$ cat src/rtl/triangle_channel_if.sv
// +----------------------------------------------------------------------+
// | Module     : triangle_channel_if                                     |
// | Description: CPU register-write bus into the APU triangle channel.   |
// |              The master drives a one-cycle write strobe together     |
// |              with a 2-bit register select and 8-bit write data.      |
// | Revision   : 1.0 - initial release                                   |
// +----------------------------------------------------------------------+
`default_nettype none

interface triangle_channel_if;
  logic       reg_we;
  logic [1:0] reg_addr;
  logic [7:0] reg_wdata;

  modport master (output reg_we, reg_addr, reg_wdata);
  modport slave  (input  reg_we, reg_addr, reg_wdata);
endinterface

`default_nettype wire

$ cat src/rtl/triangle_channel.sv
// +----------------------------------------------------------------------+
// | Module     : triangle_channel                                        |
// | Description: NES APU triangle-wave channel. Decodes $4008/$400A/     |
// |              $400B writes and runs the 11-bit timer, 7-bit linear    |
// |              counter, 5-bit length counter and 32-step sequencer     |
// |              that produces the 4-bit amplitude for the mixer.        |
// |              Optional feature macro: TRI_ULTRASONIC_MUTE_EN - when   |
// |              defined, the sequencer does not advance while the       |
// |              timer period is below 2.                                |
// | Revision   : 1.0 - initial release                                   |
// +----------------------------------------------------------------------+
`default_nettype none

module triangle_channel (
  input  logic                     clk,
  input  logic                     rst_n,
  input  logic                     cpu_clk_en,
  input  logic                     quarter_frame,
  input  logic                     half_frame,
  triangle_channel_if.slave        bus,
  input  logic                     chan_en,
  output logic [3:0]               tr_out,
  output logic                     length_active
);

  localparam logic [1:0] C_ADDR_4008 = 2'd0;
  localparam logic [1:0] C_ADDR_400A = 2'd2;
  localparam logic [1:0] C_ADDR_400B = 2'd3;

  // Length-counter load table, indexed by $400B bits [7:3].
  function automatic logic [7:0] len_lookup(input logic [4:0] idx);
    logic [7:0] val;
    case (idx)
      5'd0:  val = 8'd10;   5'd1:  val = 8'd254;
      5'd2:  val = 8'd20;   5'd3:  val = 8'd2;
      5'd4:  val = 8'd40;   5'd5:  val = 8'd4;
      5'd6:  val = 8'd80;   5'd7:  val = 8'd6;
      5'd8:  val = 8'd160;  5'd9:  val = 8'd8;
      5'd10: val = 8'd60;   5'd11: val = 8'd10;
      5'd12: val = 8'd14;   5'd13: val = 8'd12;
      5'd14: val = 8'd26;   5'd15: val = 8'd14;
      5'd16: val = 8'd12;   5'd17: val = 8'd16;
      5'd18: val = 8'd24;   5'd19: val = 8'd18;
      5'd20: val = 8'd48;   5'd21: val = 8'd20;
      5'd22: val = 8'd96;   5'd23: val = 8'd22;
      5'd24: val = 8'd192;  5'd25: val = 8'd24;
      5'd26: val = 8'd72;   5'd27: val = 8'd26;
      5'd28: val = 8'd16;   5'd29: val = 8'd28;
      5'd30: val = 8'd32;   default: val = 8'd30;
    endcase
    return val;
  endfunction

  logic        r_ctrl;
  logic [6:0]  r_lin_reload_val;
  logic        r_lin_reload_flag;
  logic [10:0] r_period;
  logic [10:0] r_timer;
  logic [4:0]  r_step;
  logic [6:0]  r_linear;
  logic [7:0]  r_length;

  logic w_wr_4008;
  logic w_wr_400a;
  logic w_wr_400b;
  logic w_counters_live;
  logic w_step_allow;

  assign w_wr_4008 = bus.reg_we && (bus.reg_addr == C_ADDR_4008);
  assign w_wr_400a = bus.reg_we && (bus.reg_addr == C_ADDR_400A);
  assign w_wr_400b = bus.reg_we && (bus.reg_addr == C_ADDR_400B);

  assign w_counters_live = (r_linear != 7'd0) && (r_length != 8'd0);

`ifdef TRI_ULTRASONIC_MUTE_EN
  // Very short periods produce inaudible ultrasonic output that pops
  // when it stops; hold the sequencer instead.
  assign w_step_allow = w_counters_live && (r_period >= 11'd2);
`else
  assign w_step_allow = w_counters_live;
`endif

  // CPU-visible control and period registers.
  always_ff @(posedge clk or negedge rst_n) begin
    if (!rst_n) begin
      r_ctrl           <= 1'b0;
      r_lin_reload_val <= 7'd0;
      r_period         <= 11'd0;
    end else begin
      if (w_wr_4008) begin
        r_ctrl           <= bus.reg_wdata[7];
        r_lin_reload_val <= bus.reg_wdata[6:0];
      end
      if (w_wr_400a) begin
        r_period[7:0] <= bus.reg_wdata;
      end
      if (w_wr_400b) begin
        r_period[10:8] <= bus.reg_wdata[2:0];
      end
    end
  end

  // Timer counts down per CPU tick; each expiry reloads it and may advance the step.
  always_ff @(posedge clk or negedge rst_n) begin
    if (!rst_n) begin
      r_timer <= 11'd0;
      r_step  <= 5'd0;
    end else if (cpu_clk_en) begin
      if (r_timer == 11'd0) begin
        r_timer <= r_period;
        if (w_step_allow) begin
          r_step <= r_step + 5'd1;
        end
      end else begin
        r_timer <= r_timer - 11'd1;
      end
    end
  end

  // Linear counter on quarter-frame; the reload flag is set by $400B and
  // that set wins over a same-cycle clear.
  always_ff @(posedge clk or negedge rst_n) begin
    if (!rst_n) begin
      r_linear          <= 7'd0;
      r_lin_reload_flag <= 1'b0;
    end else begin
      if (quarter_frame) begin
        if (r_lin_reload_flag) begin
          r_linear <= r_lin_reload_val;
        end else if (r_linear != 7'd0) begin
          r_linear <= r_linear - 7'd1;
        end
      end
      if (w_wr_400b) begin
        r_lin_reload_flag <= 1'b1;
      end else if (quarter_frame && !r_ctrl) begin
        r_lin_reload_flag <= 1'b0;
      end
    end
  end

  // Length counter: disable clears it, a $400B load beats a half-frame decrement.
  always_ff @(posedge clk or negedge rst_n) begin
    if (!rst_n) begin
      r_length <= 8'd0;
    end else if (!chan_en) begin
      r_length <= 8'd0;
    end else if (w_wr_400b) begin
      r_length <= len_lookup(bus.reg_wdata[7:3]);
    end else if (half_frame && !r_ctrl && (r_length != 8'd0)) begin
      r_length <= r_length - 8'd1;
    end
  end

  // Step 0..15 descends, 16..31 ascends; the output holds whenever the step is frozen.
  assign tr_out        = r_step[4] ? r_step[3:0] : ~r_step[3:0];
  assign length_active = (r_length != 8'd0);

endmodule

`default_nettype wire

$ cat src/flat_wrapper.sv
// flat-port wrapper written by rule: the top's interface ports become plain ports
module triangle_channel_flat 
  (clk, rst_n, cpu_clk_en, quarter_frame, half_frame, chan_en, tr_out, length_active, bus_reg_we, bus_reg_addr, bus_reg_wdata);
  triangle_channel_if bus_i ();
  input  logic clk;
  input  logic rst_n;
  input  logic cpu_clk_en;
  input  logic quarter_frame;
  input  logic half_frame;
  input  logic chan_en;
  output logic [3:0] tr_out;
  output logic length_active;
  input wire logic [$bits(bus_i.reg_we)-1:0] bus_reg_we;
  input wire logic [$bits(bus_i.reg_addr)-1:0] bus_reg_addr;
  input wire logic [$bits(bus_i.reg_wdata)-1:0] bus_reg_wdata;
  assign bus_i.reg_we = bus_reg_we;
  assign bus_i.reg_addr = bus_reg_addr;
  assign bus_i.reg_wdata = bus_reg_wdata;
  triangle_channel u_core (.clk(clk), .rst_n(rst_n), .cpu_clk_en(cpu_clk_en), .quarter_frame(quarter_frame), .half_frame(half_frame), .bus(bus_i), .chan_en(chan_en), .tr_out(tr_out), .length_active(length_active));
endmodule
$ cat config.mk
export PLATFORM = sky130hd
export DESIGN_NAME = triangle_channel_flat
export DESIGN_NICKNAME = d
export VERILOG_FILES = /design/src/rtl/triangle_channel_if.sv /design/src/rtl/triangle_channel.sv /design/src/flat_wrapper.sv
export SDC_FILE = /design/constraint.sdc
export NUM_CORES = 1
export LEC_CHECK = 0
export BUFFER_PORTS_ARGS = -buffer_cell sky130_fd_sc_hd__buf_2
export CAP_MARGIN = 20
export CORE_ASPECT_RATIO = 0.9
export CORE_UTILIZATION = 55
export DETAILED_ROUTE_END_ITERATION = 8
export GPL_ROUTABILITY_DRIVEN = 0
export PLACE_DENSITY = 0.74
export SETUP_SLACK_MARGIN = 0.5
export SLEW_MARGIN = 25
export SYNTH_ARGS = -nofsm -noshare
export SYNTH_HDL_FRONTEND = slang
export SYNTH_SLANG_ARGS = --single-unit
$ cat constraint.sdc
create_clock -name clk -period 2.6 [get_ports clk]
set_input_delay 0.26 -clock clk [delete_from_list [all_inputs] [get_ports clk]]
set_output_delay 0.26 -clock clk [all_outputs]
set_load 0.1 [all_outputs]
; Yosys cells after proc, flatten, opt, wreduce, memory -nomap -nowiden
; Memory sizes are Yosys's and may differ from the RTL's.
; Index checks and enable logic that the tools add are counted.
[totals]
regBits = 51
rom_bits = 224
word_cells = 43
n_memories = 1
[classes]
add_sub_neg = 4
eq_ne = 3
muxes = 9
n_bitwise = 1
reduce_logical = 16
[mem_list]
columns = name, depth, word_bits, rd, rd_ports_with_merged_regs, wr, line
row1 = (name not given), 32, 7, 1, 0, 0, triangle_channel.sv:33  ; case (idx)
[op_table]
columns = op, n
row1 = 8-bit two-way mux, 3
row2 = 7-bit two-way mux, 2
row3 = 11-bit logical NOT, 1
row4 = 11-bit two-way mux, 1
row5 = 11-bit by 1-bit subtractor with 11-bit output (second input constant), 1
row6 = 8-bit nonzero test, 1
row7 = 8-bit by 1-bit subtractor with 8-bit output (second input constant), 1
row8 = 1-bit logical AND, 7
row9 = 7-bit nonzero test, 1
row10 = 7-bit by 1-bit subtractor with 7-bit output (second input constant), 1
row11 = 5-bit by 1-bit adder with 5-bit output (second input constant), 1
row12 = 2-bit equality test (second input constant), 2
row13 = 4-bit two-way mux, 1
row14 = 4-bit inverter, 1
row15 = 2-bit nonzero test, 2
row16 = 3-bit by 1-bit inequality test with 1-bit output (second input constant), 1
row17 = 3-bit AND reduction, 1
row18 = 2-bit logical NOT, 1
row19 = 1-bit two-way mux, 2
row20 = 2-bit AND reduction, 1
row21 = 1-bit logical NOT, 1

; Longest topological paths before layout
; Gate-level depths: netlist of run 1.
[depth]
word_depth = 6
ltp_mapped = 6
ltp_nobuf = 6

; Worst setup path before layout of run 1
; No wires, ideal clock.
[synth_path]
path_type = register -> output
start = register u_core.r_step[4]
end = output port tr_out[0]
arrival_time_ns = 2.117
setup_slack_ns = 0.223
stages_incl_launch_ff = 3
path_cell_list = dfrtp_1 -> clkbuf_1 -> xnor2_1
[synth_between]
elab_chain_cells = 1
[synth_rtl]
columns = item, line
row1 = "start, declared", triangle_channel.sv:59  ; logic [4:0] r_step;
row2 = "start signal, assigned", triangle_channel.sv:112  ; r_step <= r_step + 5'd1;
row3 = 4-bit two-way mux, triangle_channel.sv:156  ; assign tr_out = r_step[4] ? r_step[3:0] : ~r_step[3:0];
row4 = "end, declared", flat_wrapper.sv:11  ; output logic [3:0] tr_out;
; No other way between the ends.

; Worst setup path after layout of run 1
[layout_path]
start = register u_core.r_timer[0]
end = register u_core.r_timer[10]
[layout_between]
elab_chain_cells = 2
word_cells_on_any_way = 3
cone_classes = add/sub: 1 / mux: 1 / reduce/logical: 1
[layout_rtl]
columns = item, line
row1 = "start, declared", triangle_channel.sv:58  ; logic [10:0] r_timer;
row2 = "start signal, assigned", triangle_channel.sv:110  ; r_timer <= r_period;
row3 = "start signal, assigned", triangle_channel.sv:115  ; r_timer <= r_timer - 11'd1;
row4 = 11-bit by 1-bit subtractor with 11-bit output or 11-bit logical NOT (tied branches), "triangle_channel.sv:115, triangle_channel.sv:109"
row5 = 11-bit two-way mux (*), triangle_channel.sv:109  ; if (r_timer == 11'd0) begin
; Every way passes the cells marked *; elsewhere a longest branch is shown, timed or not.
; A chain may end at the register's enable or synchronous reset.

==> results of run 1 <==
## how the worst max path moves through the flow
stage,slack (ns),to,cells past startpoint
global route,0.50,u_core.r_timer[10],6
finish,0.63,u_core.r_timer[10],6
CTS,0.63,u_core.r_timer[10],6
global placement,0.71,u_core.r_timer[10],6
floorplan,0.22,tr_out[0],2
detailed placement,0.65,u_core.r_timer[10],6
## power groups by stage
| stage | combinational [W] | sequential [W] | clock (W) |
|---|---|---|---|
| floorplan | 0.000602 | 0.00112 | 0 |
| global placement | 0.000719 | 0.00118 | 0 |
| CTS | 0.000747 | 0.00117 | 0.000503 |
| global route | 0.000847 | 0.00121 | 0.000541 |
| detailed placement | 0.000742 | 0.00118 | 0 |
| finish | 0.000753 | 0.00118 | 0.000494 |
## routing by layer
metal / routed length [um] / global-route usage / share of wire
met2: 2960 / 0.387 / 0.47
met5: 0 / 0 / 0
met3: 291 / 0.0465 / 0.046
met1: 3010 / 0.333 / 0.47
met4: 94 / 0.0734 / 0.015
## worst max-delay path, stage by stage (launching register included)
cell,delay [ns]
dfrtp_1,0.40
inv_1,0.11
ha_1,0.20
or3b_2,0.51
nor4b_2,0.35
o2111ai_1,0.14
o2bb2ai_1,0.16
## cell type report
type	instances	area, um2
Inverter	23	86.3
Sequential cell	51	1280
Timing Repair Buffer	23	123
Clock buffer	5	68.8
Tap cell	67	83.8
Fill cell	442	1980
Clock inverter	3	28.8
Multi-Input combinational cell	224	1640
## repair_timing
item,CTS,global route
endpoints found under the setup margin,0,1
hold buffers,1,0
gates resized for setup,0,1
endpoints found under the hold margin,17,0
## cell usage after synthesis, drive strengths merged, types with 8 or more instances
master | n | share of area
a21oi | 13 | 0.021
nor2 | 10 | 0.012
nor3 | 11 | 0.021
dfrtp | 51 | 0.42
inv | 23 | 0.028
ha | 12 | 0.049
nand2 | 24 | 0.030
nand3 | 8 | 0.013
clkbuf | 11 | 0.014
o21ai | 23 | 0.038
mux2 | 14 | 0.053
## metrics by stage
step	setup WS [ns]	util	area, um2
6_report	0.628	0.626	3310
4_1_cts	0.631	0.624	3300
5_1_grt	0.503	0.626	3310
3_3_place_gp	0.707	0.604	3190
2_1_floorplan	0.223	-	3040
3_5_place_dp	0.653	0.604	3190
## state kept, by name, indices dropped and copies added, names as in the netlist
name,flops
u_core.r_ctrl,1
u_core.r_period,11
u_core.r_lin_reload_flag,1
u_core.r_lin_reload_val,7
u_core.r_linear,7
u_core.r_length,8
u_core.r_step,5
u_core.r_timer,11
## cell families after synthesis
family | share of synthesized area
xor gates and xnor gates | 0.0288
AOI/OAI and AO/OA | 0.200
DFF | 0.419
buffers and inverters | 0.0436
muxes | 0.0695
and+or+nand+nor | 0.190
adders and majority gates | 0.0493
==> flow_metrics.tcl, run 1 <==
set metrics [dict create \
    area_delta_synth_final_pct 8.68 \
    syn_area_um2 3040 \
    fmax_mhz 507 \
    worstHoldPathCells 3 \
    stdcell_count 396 \
    startpoint "u_core.r_timer[0]" \
    final_common_cell "dfrtp_1" \
    drc 0 \
    root_buffer "clkbuf_8" \
    r2r_end "u_core.r_timer[10]" \
    setup_viol 0 \
    fin_crit_ns 1.97 \
    maxSlewHeadroom 0.460 \
    die_w_um 80.4 \
    clkTransAtPathRegs_ns 0.10 \
    power.internal_w 0.00150 \
    nets 357 \
    switchingPower_w 0.000930 \
    num_io_pins 22 \
    die_y_um 72.6 \
    grt_pass1_vias 2312 \
    power_frac_clock 0.204 \
    place_hpwl_mm 4.68 \
    netlist_instances 310 \
    mostFrequentLayoutCells "dfrtp_1 (51), nand2_1 (24), inv_1 (23), o21ai_0 (23), buf_2 (21)" \
    clk_latency_ns 0.31 \
    yosysSeqAreaShare 0.419 \
    start_kind "flip-flop" \
    num_antenna_cells 0 \
    finalCritPeriodShare 0.759 \
    regToRegSetupSlack_ns 0.63 \
    dr.pass1.iters 4 \
    cts_tree "built" \
    grt_usage 0.241 \
    synth_seq_cells 51 \
    reg2regPathDepth 6 \
    gr-total-overflow 0 \
    fin_worst_skew_ns 0.00550 \
    timing.hold.ws_ns 0.173 \
    clock_sinks 51 \
    first_iter_violations 119 \
    crit_fanout 4 \
    min_from "bus_reg_wdata[2]" \
    syn_avg_cell_area_um2 9.82 \
    p_leak_nw 1.48 \
    yosys_warnings 0 \
    worstMarginPinSlew_ns 0.806 \
    portBuffers 21 \
    coreArea_um2 5290 \
    ant_nets 0 \
    yosysUniqueCellTypes 62 \
    seqPwrFrac 0.486 \
    ir_drop_uv 534 \
    synthArstFlopShare 1.00 \
    p_per_area_nw_per_um2 733 \
    fp-row-count 25 \
    synth_flop_cell "dfrtp_1" \
    htreeDepth 2 \
    crit_type "reg2reg" \
    dp.cells 387 \
    antenna_found_initial 0 \
    hold_class "in2reg" \
    timing.rr.start "u_core.r_timer[0]" \
    finalSetupTns_ns 0 \
    hold_viol_final 0 \
    cts.path.max_buffers 2 \
    vias_per_cell 6.08 \
    drive_gt1_frac 0.179 \
    power_frac_comb 0.310 \
    cts_buffers 5 \
    synthesis.nets 339 \
    num_vias 2406 \
    post_drt_wl_per_cell_um 16.1 \
    p_sw_frac 0.383 \
    start_util 0.576 \
    run_status "finished, final reports clean" \
    critPathArrivalTime_ns 2.18 \
    power_w 0.00242 \
    wl_mm 6.36 \
    synth_edf_count 0 \
    crit_required_ns 2.80 \
    post_cts_buffers 0 \
    grt_max_degree 35 \
    grt_setup_unrepaired "no" \
    dieArea_um2 5830 \
    holdPathEnd "u_core.r_period[10]" \
    max_cap_violations 0 \
    worst_setup_path_end_kind "flip-flop" \
    slew_viol_final 0 \
    grt_pass1_wl_mm 10.7 \
]
(Power assumes the default switching activity.)
==> inputs of run 2 (changes only) <==
==> constraint.sdc (replaced) <==
create_clock -name clk -period 1.9 [get_ports clk]
set_input_delay 0.19 -clock clk [delete_from_list [all_inputs] [get_ports clk]]
set_output_delay 0.19 -clock clk [all_outputs]
set_load 0.1 [all_outputs]
==> run 2 against run 1 <==
  * Routed wire length grew 29%
  * Clock power grew 52%
  * Register-to-register slack lost 0.57 ns
  * First-iteration DRC count grew 44%
  * Final cell count grew 12%
  * Largest cell class unchanged
  * Largest power group is now combinational logic
==> flow_metrics.tcl, run 2 (synthesis gave the netlist of run 1 again) <==
set metrics [dict create \
    power.internal_w 0.00265 \
    portBuffers 21 \
    clk_latency_ns 0.30 \
    fp-row-count 25 \
    grt_max_degree 22 \
    dp.cells 404 \
    p_per_area_nw_per_um2 1010 \
    seqPwrFrac 0.376 \
    fin_util 0.801 \
    htreeDepth 2 \
    hold_viol_final 0 \
    start_util 0.576 \
    worstHoldPathCells 3 \
    cts.path.max_buffers 2 \
    dieArea_um2 5830 \
    timing.hold.ws_ns 0.118 \
    grt_pass1_vias 2661 \
    ant_nets 0 \
    num_vias 2772 \
    slew_viol_final 0 \
    cts_buffers 5 \
    stdcell_count 443 \
    cts_tree "built" \
    worstMarginPinSlew_ns 0.548 \
    grt_pass1_wl_mm 12.6 \
    finalCritPeriodShare 0.969 \
    nets 405 \
    clkTransAtPathRegs_ns 0.09 \
    setup_viol 0 \
    worst_setup_path_end_kind "flip-flop" \
    root_buffer "clkbuf_8" \
    finalSetupTns_ns 0 \
    min_from "bus_reg_wdata[1]" \
    die_w_um 80.4 \
    wl_mm 8.19 \
    power_frac_clock 0.176 \
    r2r_end "u_core.r_length[7]" \
    antenna_found_initial 0 \
    crit_required_ns 2.09 \
    grt_usage 0.283 \
    top_regs "u_core.r_period x11, u_core.r_timer x11, u_core.r_length x8" \
    drive_gt1_frac 0.428 \
    max_cap_violations 0 \
    post_drt_wl_per_cell_um 18.5 \
    num_antenna_cells 0 \
    fin_crit_ns 1.84 \
    place_hpwl_mm 5.32 \
    drc 0 \
    gr-total-overflow 0 \
    fin_worst_skew_ns 0.00436 \
    fillers 329 \
    final_common_cell "dfrtp_1" \
    regToRegSetupSlack_ns 0.06 \
    grt_setup_unrepaired "yes" \
    first_iter_violations 171 \
    run_status "finished, final reports clean" \
    critPathArrivalTime_ns 2.03 \
    ir_drop_uv 842 \
    coreArea_um2 5290 \
    vias_per_cell 6.26 \
    area_delta_synth_final_pct 39.2 \
    num_io_pins 22 \
    clock_sinks 51 \
    p_sw_frac 0.380 \
    mostFrequentLayoutCells "dfrtp_1 (45), buf_4 (30), nand2_1 (22)" \
    maxSlewHeadroom 0.634 \
    crit_fanout 2 \
    p_leak_nw 1.85 \
    timing.rr.start "u_core.r_length[1]" \
    holdPathEnd "u_core.r_period[9]" \
    dr.pass1.iters 4 \
    fmax_mhz 543 \
    hold_class "in2reg" \
    switchingPower_w 0.00162 \
    crit_type "reg2reg" \
    start_kind "flip-flop" \
    die_y_um 72.6 \
    power_frac_comb 0.448 \
    reg2regPathDepth 6 \
]
## run 2: cell types whose count changed in the layout (fill, tap and decap cells not counted), moves of 6 or more
cell	before	now
inv_1	23	17
o21ai_0	23	13
dfrtp_2	0	6
buf_4	1	30
inv_2	0	6
dfrtp_1	51	45
buf_12	0	6
buf_6	0	18
## run 2: per-layer routing
metal / GRT usage / part of all wire / vias up
li1: - / - / 1280
met1: 0.373 / 0.43 / 1403
met2: 0.484 / 0.52 / 78
met3: 0.0390 / 0.036 / 11
met4: 0.0873 / 0.016 / 0
met5: 0 / 0 / -
## run 2: how the worst max path moves through the flow
stage | startpoint | end | depth (start not counted)
5_1_grt | u_core.r_length[1] | u_core.r_length[7] | 6
2_1_floorplan | u_core.r_length[0] | u_core.r_step[1] | 6
6_report | u_core.r_length[1] | u_core.r_length[7] | 6
3_5_place_dp | u_core.r_length[0] | u_core.r_step[1] | 6
4_1_cts | u_core.r_length[0] | u_core.r_step[1] | 6
3_3_place_gp | u_core.r_length[0] | u_core.r_step[1] | 6
## run 2: area by class of cell
cell class / count / area [um2] / area share
Timing Repair Buffer: 71 / 638 / 0.151
Multi-Input combinational cell: 224 / 2040 / 0.482
Sequential cell: 51 / 1280 / 0.303
Tap cell: 67 / 83.8 / 0.0198
Clock inverter: 1 / 30.0 / 0.00709
Inverter: 23 / 86.3 / 0.0204
Clock buffer: 6 / 72.6 / 0.0171
## run 2: per-stage QoR
step	area, um2	worst slack [ns]	total power [W]
4_1_cts	4020	0.102	0.00400
6_report	4240	0.0587	0.00427
3_5_place_dp	3510	0.0605	0.00292
5_1_grt	4240	0.0251	0.00448
3_3_place_gp	3510	0.145	0.00287
2_1_floorplan	3230	0.212	0.00251
## run 2: power groups by stage
stage	sequential (W)	clock [W]	combinational, W
after global routing	0.00164	0.000789	0.00206
after detailed placement	0.00162	0	0.00130
final	0.00161	0.000753	0.00191
after floorplan	0.00159	0	0.000923
after global placement	0.00160	0	0.00127
after CTS	0.00158	0.000743	0.00168
## run 2: critical path, cell delays in order (launching register included)
cell     delay (ns)
dfrtp_1        0.41
buf_4          0.15
buf_6          0.11
or4_4          0.52
nor3_2         0.25
mux2i_1        0.22
a21oi_1        0.08
## run 2: timing repair
| item | CTS | global route |
|---|---|---|
| hold endpoints to repair | 18 | 0 |
| hold buffers | 1 | 0 |
| gates resized for setup | 57 | 33 |
| pin swaps | 30 | 19 |
| endpoints found under the setup margin | 36 | 36 |
| buffers inserted | 24 | 7 |
